===== src/rtl/mem_access_unit.sv =====
// Load/store front end for data_memory: byte/half/word loads with extension,
// sub-word stores via two-cycle read-modify-write. Optional trap: LSU_MISALIGN_TRAP_EN.
module mem_access_unit (
  input  logic        clk,
  input  logic        reset,
  input  logic        req_valid,
  input  logic        req_write,
  input  logic [1:0]  req_size,
  input  logic        req_unsigned,
  input  logic [31:0] req_addr,
  input  logic [31:0] req_wdata,
  output logic        stall,
  output logic [31:0] load_data,
  output logic        load_valid,
  output logic        misalign_err,
  output logic [31:0] mem_read_adr,
  output logic [31:0] mem_write_adr,
  output logic [31:0] mem_write_data,
  output logic        mem_memread,
  output logic        mem_memwrite,
  input  logic [31:0] mem_read_data
);

`ifdef LSU_MISALIGN_TRAP_EN
  typedef enum logic [1:0] {IDLE, LRESP, MERGE, ERR} state_t;
`else
  typedef enum logic [1:0] {IDLE, LRESP, MERGE} state_t;
`endif

  state_t      state, state_next;
  logic [31:0] merge_buf;
  logic [29:0] hold_idx;
  logic [1:0]  hold_lane;
  logic        hold_half;
  logic [15:0] hold_wdata;

  logic        is_byte, is_half, is_word, misalign, accept;
  logic [7:0]  ld_byte;
  logic [15:0] ld_half;
  logic [31:0] ld_ext, merged;

  // Request decode; with the trap disabled the low address bits are simply ignored
  always_comb begin
    is_byte = (req_size == 2'b00);
    is_half = (req_size == 2'b01);
`ifdef LSU_MISALIGN_TRAP_EN
    is_word  = (req_size == 2'b10);
    misalign = (req_size == 2'b11) || (is_half && req_addr[0]) ||
               (is_word && (req_addr[1:0] != 2'b00));
`else
    is_word  = req_size[1];
    misalign = 1'b0;
`endif
  end

  assign accept = (state == IDLE) && req_valid && !misalign;

  // Lane extraction and sign/zero extension of the combinational read data
  always_comb begin
    ld_byte = mem_read_data[{req_addr[1:0], 3'b000} +: 8];
    ld_half = req_addr[1] ? mem_read_data[31:16] : mem_read_data[15:0];
    ld_ext  = mem_read_data;
    if (is_byte)
      ld_ext = req_unsigned ? {24'h0, ld_byte} : {{24{ld_byte[7]}}, ld_byte};
    else if (is_half)
      ld_ext = req_unsigned ? {16'h0, ld_half} : {{16{ld_half[15]}}, ld_half};
  end

  always_comb begin
    merged = merge_buf;
    if (hold_half)
      merged[{hold_lane[1], 4'b0000} +: 16] = hold_wdata;
    else
      merged[{hold_lane, 3'b000} +: 8] = hold_wdata[7:0];
  end

  always_ff @(posedge clk or negedge reset) begin
    if (!reset) state <= IDLE;
    else        state <= state_next;
  end

  always_comb begin
    state_next = state;
    case (state)
      IDLE: begin
        if (req_valid) begin
          if (misalign) begin
`ifdef LSU_MISALIGN_TRAP_EN
            state_next = ERR;
`else
            state_next = IDLE;
`endif
          end else if (!req_write) begin
            state_next = LRESP;
          end else if (!is_word) begin
            state_next = MERGE;
          end
        end
      end
      default: state_next = IDLE;
    endcase
  end

  // All outputs are forced low while reset is held, including the strobes
  always_comb begin
    stall          = 1'b0;
    load_valid     = 1'b0;
    misalign_err   = 1'b0;
    mem_read_adr   = 32'h0;
    mem_write_adr  = 32'h0;
    mem_write_data = 32'h0;
    mem_memread    = 1'b0;
    mem_memwrite   = 1'b0;
    if (reset) begin
      case (state)
        IDLE: begin
          if (req_valid) begin
            if (misalign) begin
              stall = 1'b1;
            end else if (req_write && is_word) begin
              mem_memwrite   = 1'b1;
              mem_write_data = req_wdata;
              mem_read_adr   = {2'b00, req_addr[31:2]};
              mem_write_adr  = {2'b00, req_addr[31:2]};
            end else begin
              mem_memread   = 1'b1;
              stall         = 1'b1;
              mem_read_adr  = {2'b00, req_addr[31:2]};
              mem_write_adr = {2'b00, req_addr[31:2]};
            end
          end
        end
        LRESP: load_valid = 1'b1;
        MERGE: begin
          mem_memwrite   = 1'b1;
          mem_write_data = merged;
          mem_read_adr   = {2'b00, hold_idx};
          mem_write_adr  = {2'b00, hold_idx};
        end
        default: misalign_err = 1'b1;
      endcase
    end
  end

  // Load result and RMW context captured at the accepting edge
  always_ff @(posedge clk or negedge reset) begin
    if (!reset) begin
      load_data  <= 32'h0;
      merge_buf  <= 32'h0;
      hold_idx   <= 30'h0;
      hold_lane  <= 2'b00;
      hold_half  <= 1'b0;
      hold_wdata <= 16'h0;
    end else if (accept) begin
      if (!req_write) begin
        load_data <= ld_ext;
      end else if (!is_word) begin
        merge_buf  <= mem_read_data;
        hold_idx   <= req_addr[31:2];
        hold_lane  <= req_addr[1:0];
        hold_half  <= is_half;
        hold_wdata <= req_wdata[15:0];
      end
    end
  end

endmodule


===== config.mk =====
export PLATFORM = sky130hd
export DESIGN_NAME = mem_access_unit
export DESIGN_NICKNAME = d
export VERILOG_FILES = /design/src/rtl/mem_access_unit.sv
export SDC_FILE = /design/constraint.sdc
export NUM_CORES = 1
export LEC_CHECK = 0
export BUFFER_PORTS_ARGS = -buffer_cell sky130_fd_sc_hd__buf_2
export CAP_MARGIN = 20
export CORE_ASPECT_RATIO = 0.75
export CORE_MARGIN = 10
export CORE_UTILIZATION = 56
export DETAILED_ROUTE_END_ITERATION = 8
export GPL_TIMING_DRIVEN = 1
export PLACE_DENSITY = 0.87
export SLEW_MARGIN = 0
export SYNTH_ARGS = -nofsm -noshare
export SYNTH_HDL_FRONTEND = slang
export SYNTH_SLANG_ARGS = --single-unit

===== constraint.sdc =====
create_clock -name clk -period 6.4 [get_ports clk]
set_input_delay 0.64 -clock clk [delete_from_list [all_inputs] [get_ports clk]]
set_output_delay 0.64 -clock clk [all_outputs]
set_load 0.02 [all_outputs]

==> impl_metrics.env <==
export IMPL_final_layout_size_suffix_gt1_frac=0.379
export IMPL_detail_routed_net_length_per_standard_cell_um=22.8
export IMPL_detailroute_via_count=6586
export IMPL_drcViolationCount=0
export IMPL_mappedNetlistArea_um2=7160
export IMPL_pwr_density_nw_per_um2=329
export IMPL_grt_use_total=0.256
export IMPL_die_height_um=118
export IMPL_report_final_hold_viol_count=0
export IMPL_swShare=0.330
export IMPL_report_power_total_mw=2.85
export IMPL_die_x_um=151
export IMPL_final_min_clock_period_ns=3.53
export IMPL_internal_power_mw=1.91
export IMPL_outcome="finished, final reports clean"
export IMPL_aggregate_negative_setup_slack_ns=0
export IMPL_clock_tree_htree_level_count=4
export IMPL_finish_cell_count_without_fillers=1045
export IMPL_leading_post_synthesis_cells_by_cell_area="dfrtp_1 40%, mux2_2 5.7%, mux2_1 5.2%"
export IMPL_sequentialPowerShare=0.364
export IMPL_synth_edff_count=0
export IMPL_dp_final_hpwl_um=16900
export IMPL_grt_setup_unrepaired="no"
export IMPL_max_slew_worst_pin_slew_ns=1.01
export IMPL_post_cts_resize_count=0
export IMPL_yosys_warnings=0
export IMPL_rows=35
export IMPL_path_max_fanout=49
export IMPL_vdd_ir_drop_max_mv=0.223
export IMPL_tritoncts="yes"
export IMPL_synth_ff_type="dfrtp_1"
export IMPL_worst_hold_path_type="input pin to asynchronous set/reset pin"
export IMPL_cts_buffers=17
export IMPL_clk_latency_ns=0.42
export IMPL_power_frac_comb=0.273
export IMPL_die_area_um2=17700
export IMPL_routabilityCongestion=0.886
export IMPL_critPathMaxStageDelay_ns=0.91
export IMPL_synthTopCellsByCount="115 x dfrtp_1, 78 x nor2_1, 55 x a21oi_1, 39 x buf_4, 36 x mux2_2"
export IMPL_maxClockFrequency_mhz=283
export IMPL_yosys_cell_types_count=50
export IMPL_worst_setup_path_type="flop to output pin"
export IMPL_netlist_top_cell_by_area="dfrtp_1"
export IMPL_finalCritPeriodShare=0.552
export IMPL_synth_seq_cells=115
export IMPL_cpMaxStageDelayCell="a2111oi_0"
export IMPL_drt_initial_drc_count=643
export IMPL_synthArstFlopShare=1.00
export IMPL_post_synth_inst_count=699
export IMPL_area_share_of_the_leading_cell_type_in_the_synthesized_netlist=0.402
export IMPL_end_kind="output pin"
export IMPL_share_of_the_yosys_chip_area_belonging_to_registers=0.402
export IMPL_clock_power_share=0.364
export IMPL_hold_slack_ns=0.0296
export IMPL_dpl_instance_area_um2=8010
export IMPL_via_count_of_the_first_global_routing_pass=6726
export IMPL_setup_violations=0
export IMPL_final_fill_count=911
export IMPL_setup_reg_to_reg_worst_slack_ns=3.78
export IMPL_drtAntennaViolNets=0
export IMPL_core_region_area_um2=12400
export IMPL_route_detailed_vias_per_inst=6.30
export IMPL_startpoint_type="flop"
export IMPL_postRouteWirelength_um=23800
export IMPL_clk_pin_slew_worst_paths_ns=0.06
export IMPL_slew_limit_fails=0
export IMPL_yosysMostFrequentCell="dfrtp_1"
export IMPL_clock_root_buffer="clkbuf_16"
export IMPL_antenna_violations_before_repair=3
export IMPL_grt_start_max_net_pins=71
export IMPL_drt_pre_antenna_iters=5
export IMPL_design_final_nets=972
export IMPL_total_leakage_power_nw=4.13
export IMPL_ordered_list_of_cells_on_the_worst_path="nand2b_2, a2111oi_0, buf_2"
export IMPL_post_cts_repair_setup_buffers=0
export IMPL_clock_sink_count=115
export IMPL_final_design_area_no_fill_um2=8670
export IMPL_setup_ws_ns=2.87
export IMPL_cts_hold_repair_buffers=0
export IMPL_required_ns=5.76
export IMPL_port_buffers=231
export IMPL_gr_total_overflow=0
export IMPL_placed_cells=1010
export IMPL_maxCapViolCount=0
export IMPL_io_pin_count=236
export IMPL_timing_critical_path_arrival_ns=2.89
export IMPL_maximum_buffer_depth_of_the_clock_tree=2
export IMPL_effective_utilization_at_floorplan=0.577
export IMPL_setup_slack_placement_ns=3.02
export IMPL_max_slew_margin=0.324
export IMPL_post_route_util=0.700
export IMPL_final_setup_skew_ns=0.00941
export IMPL_global_route_wire_length_before_repair_um=36500
export IMPL_syn_area_per_cell_um2=10.2
export IMPL_power_switching_mw=0.941
export IMPL_area_growth_syn_to_layout_pct=21.2
[cell families (layout without fill, tap and decap cells)]
family	count (synthesis)	count (layout)	synth area share
multiplexers	120	120	0.199
AND/OR/NAND/NOR	148	148	0.0915
AO/OA/AOI/OAI	195	195	0.204
adder cells (fa/ha/maj)	5	5	0.00874
other	1	6	0.000524
flip-flops	115	115	0.402
buffers and inverters	115	290	0.0937
[placed cells by master (no fill, tap or decap), types with 5 or more instances in the layout]
cell type  count
nor2b_1       10
dfrtp_1      115
clkbuf_16     17
a221oi_1      15
nor2_1        78
a22o_1        29
nand2b_1       8
buf_2        230
mux2_4        10
ha_1           5
mux2_2        36
a21oi_1       55
a311o_1        7
a221o_1       22
o21ai_0        5
nand2_1       33
mux2_1        33
o22ai_1        9
mux2i_1       34
a32oi_1       15
inv_1         16
a22oi_1       30
buf_4         10
mux4_2         7
[routing by layer]
layer  GRT usage  vias up  share of wire
met2       0.403      442           0.46
met5           0        -              0
met3      0.0907       56           0.13
li1            -     2900              -
met4      0.0909        0          0.027
met1       0.317     3188           0.38
[final timing paths]
kind,from,endpoint,cells after the start
setup / recovery,state[0]$_DFFE_PN0P_,stall,3
hold / removal,reset,hold_wdata[10]$_DFFE_PN0P_,1
setup reg to reg,state[0]$_DFFE_PN0P_,hold_wdata[7]$_DFFE_PN0P_,4
hold reg to reg,hold_idx[3]$_DFFE_PN0P_,hold_idx[3]$_DFFE_PN0P_,1
max in group asynchronous,reset,merge_buf[2]$_DFFE_PN0P_,2
min in group clk,req_addr[13],hold_idx[11]$_DFFE_PN0P_,2
[power by group through the flow]
| stage | sequential (mW) | clock, mW | combinational [mW] |
|---|---|---|---|
| 6_report | 1.04 | 1.04 | 0.778 |
| 5_1_grt | 1.05 | 1.08 | 0.836 |
| 4_1_cts | 1.03 | 1.04 | 0.773 |
| 3_5_place_dp | 1.04 | 0 | 0.761 |
| 3_3_place_gp | 1.03 | 0 | 0.744 |
| 2_1_floorplan | 1.04 | 0 | 0.512 |
[final cells by class]
class	instances	area, µm²	share of cell area
sequential	115	2880	0.332
timing repair buffer	241	1230	0.142
multi-input combinational	472	3640	0.420
clock inverter	11	175	0.0202
tap	166	208	0.0240
clock buffer	21	470	0.0543
antenna	2	5.00	0.000577
inverter	17	63.8	0.00736
[worst max-delay path, delay by kind of cell, from the launching register on]
family / cells / cell delay, ns
AO/OA/AOI/OAI: 1 / 0.91
buffers and inverters: 1 / 0.30
flip-flops: 1 / 0.51
AND/OR/NAND/NOR: 1 / 0.74
[sequential cells by signal, summed over array words and instances (netlist names)]
register / count
hold_wdata: 16
merge_buf: 32
hold_lane: 2
hold_idx: 30
state: 2
hold_half: 1
load_data: 32
Note: power is estimated with default switching activity, not from simulation.
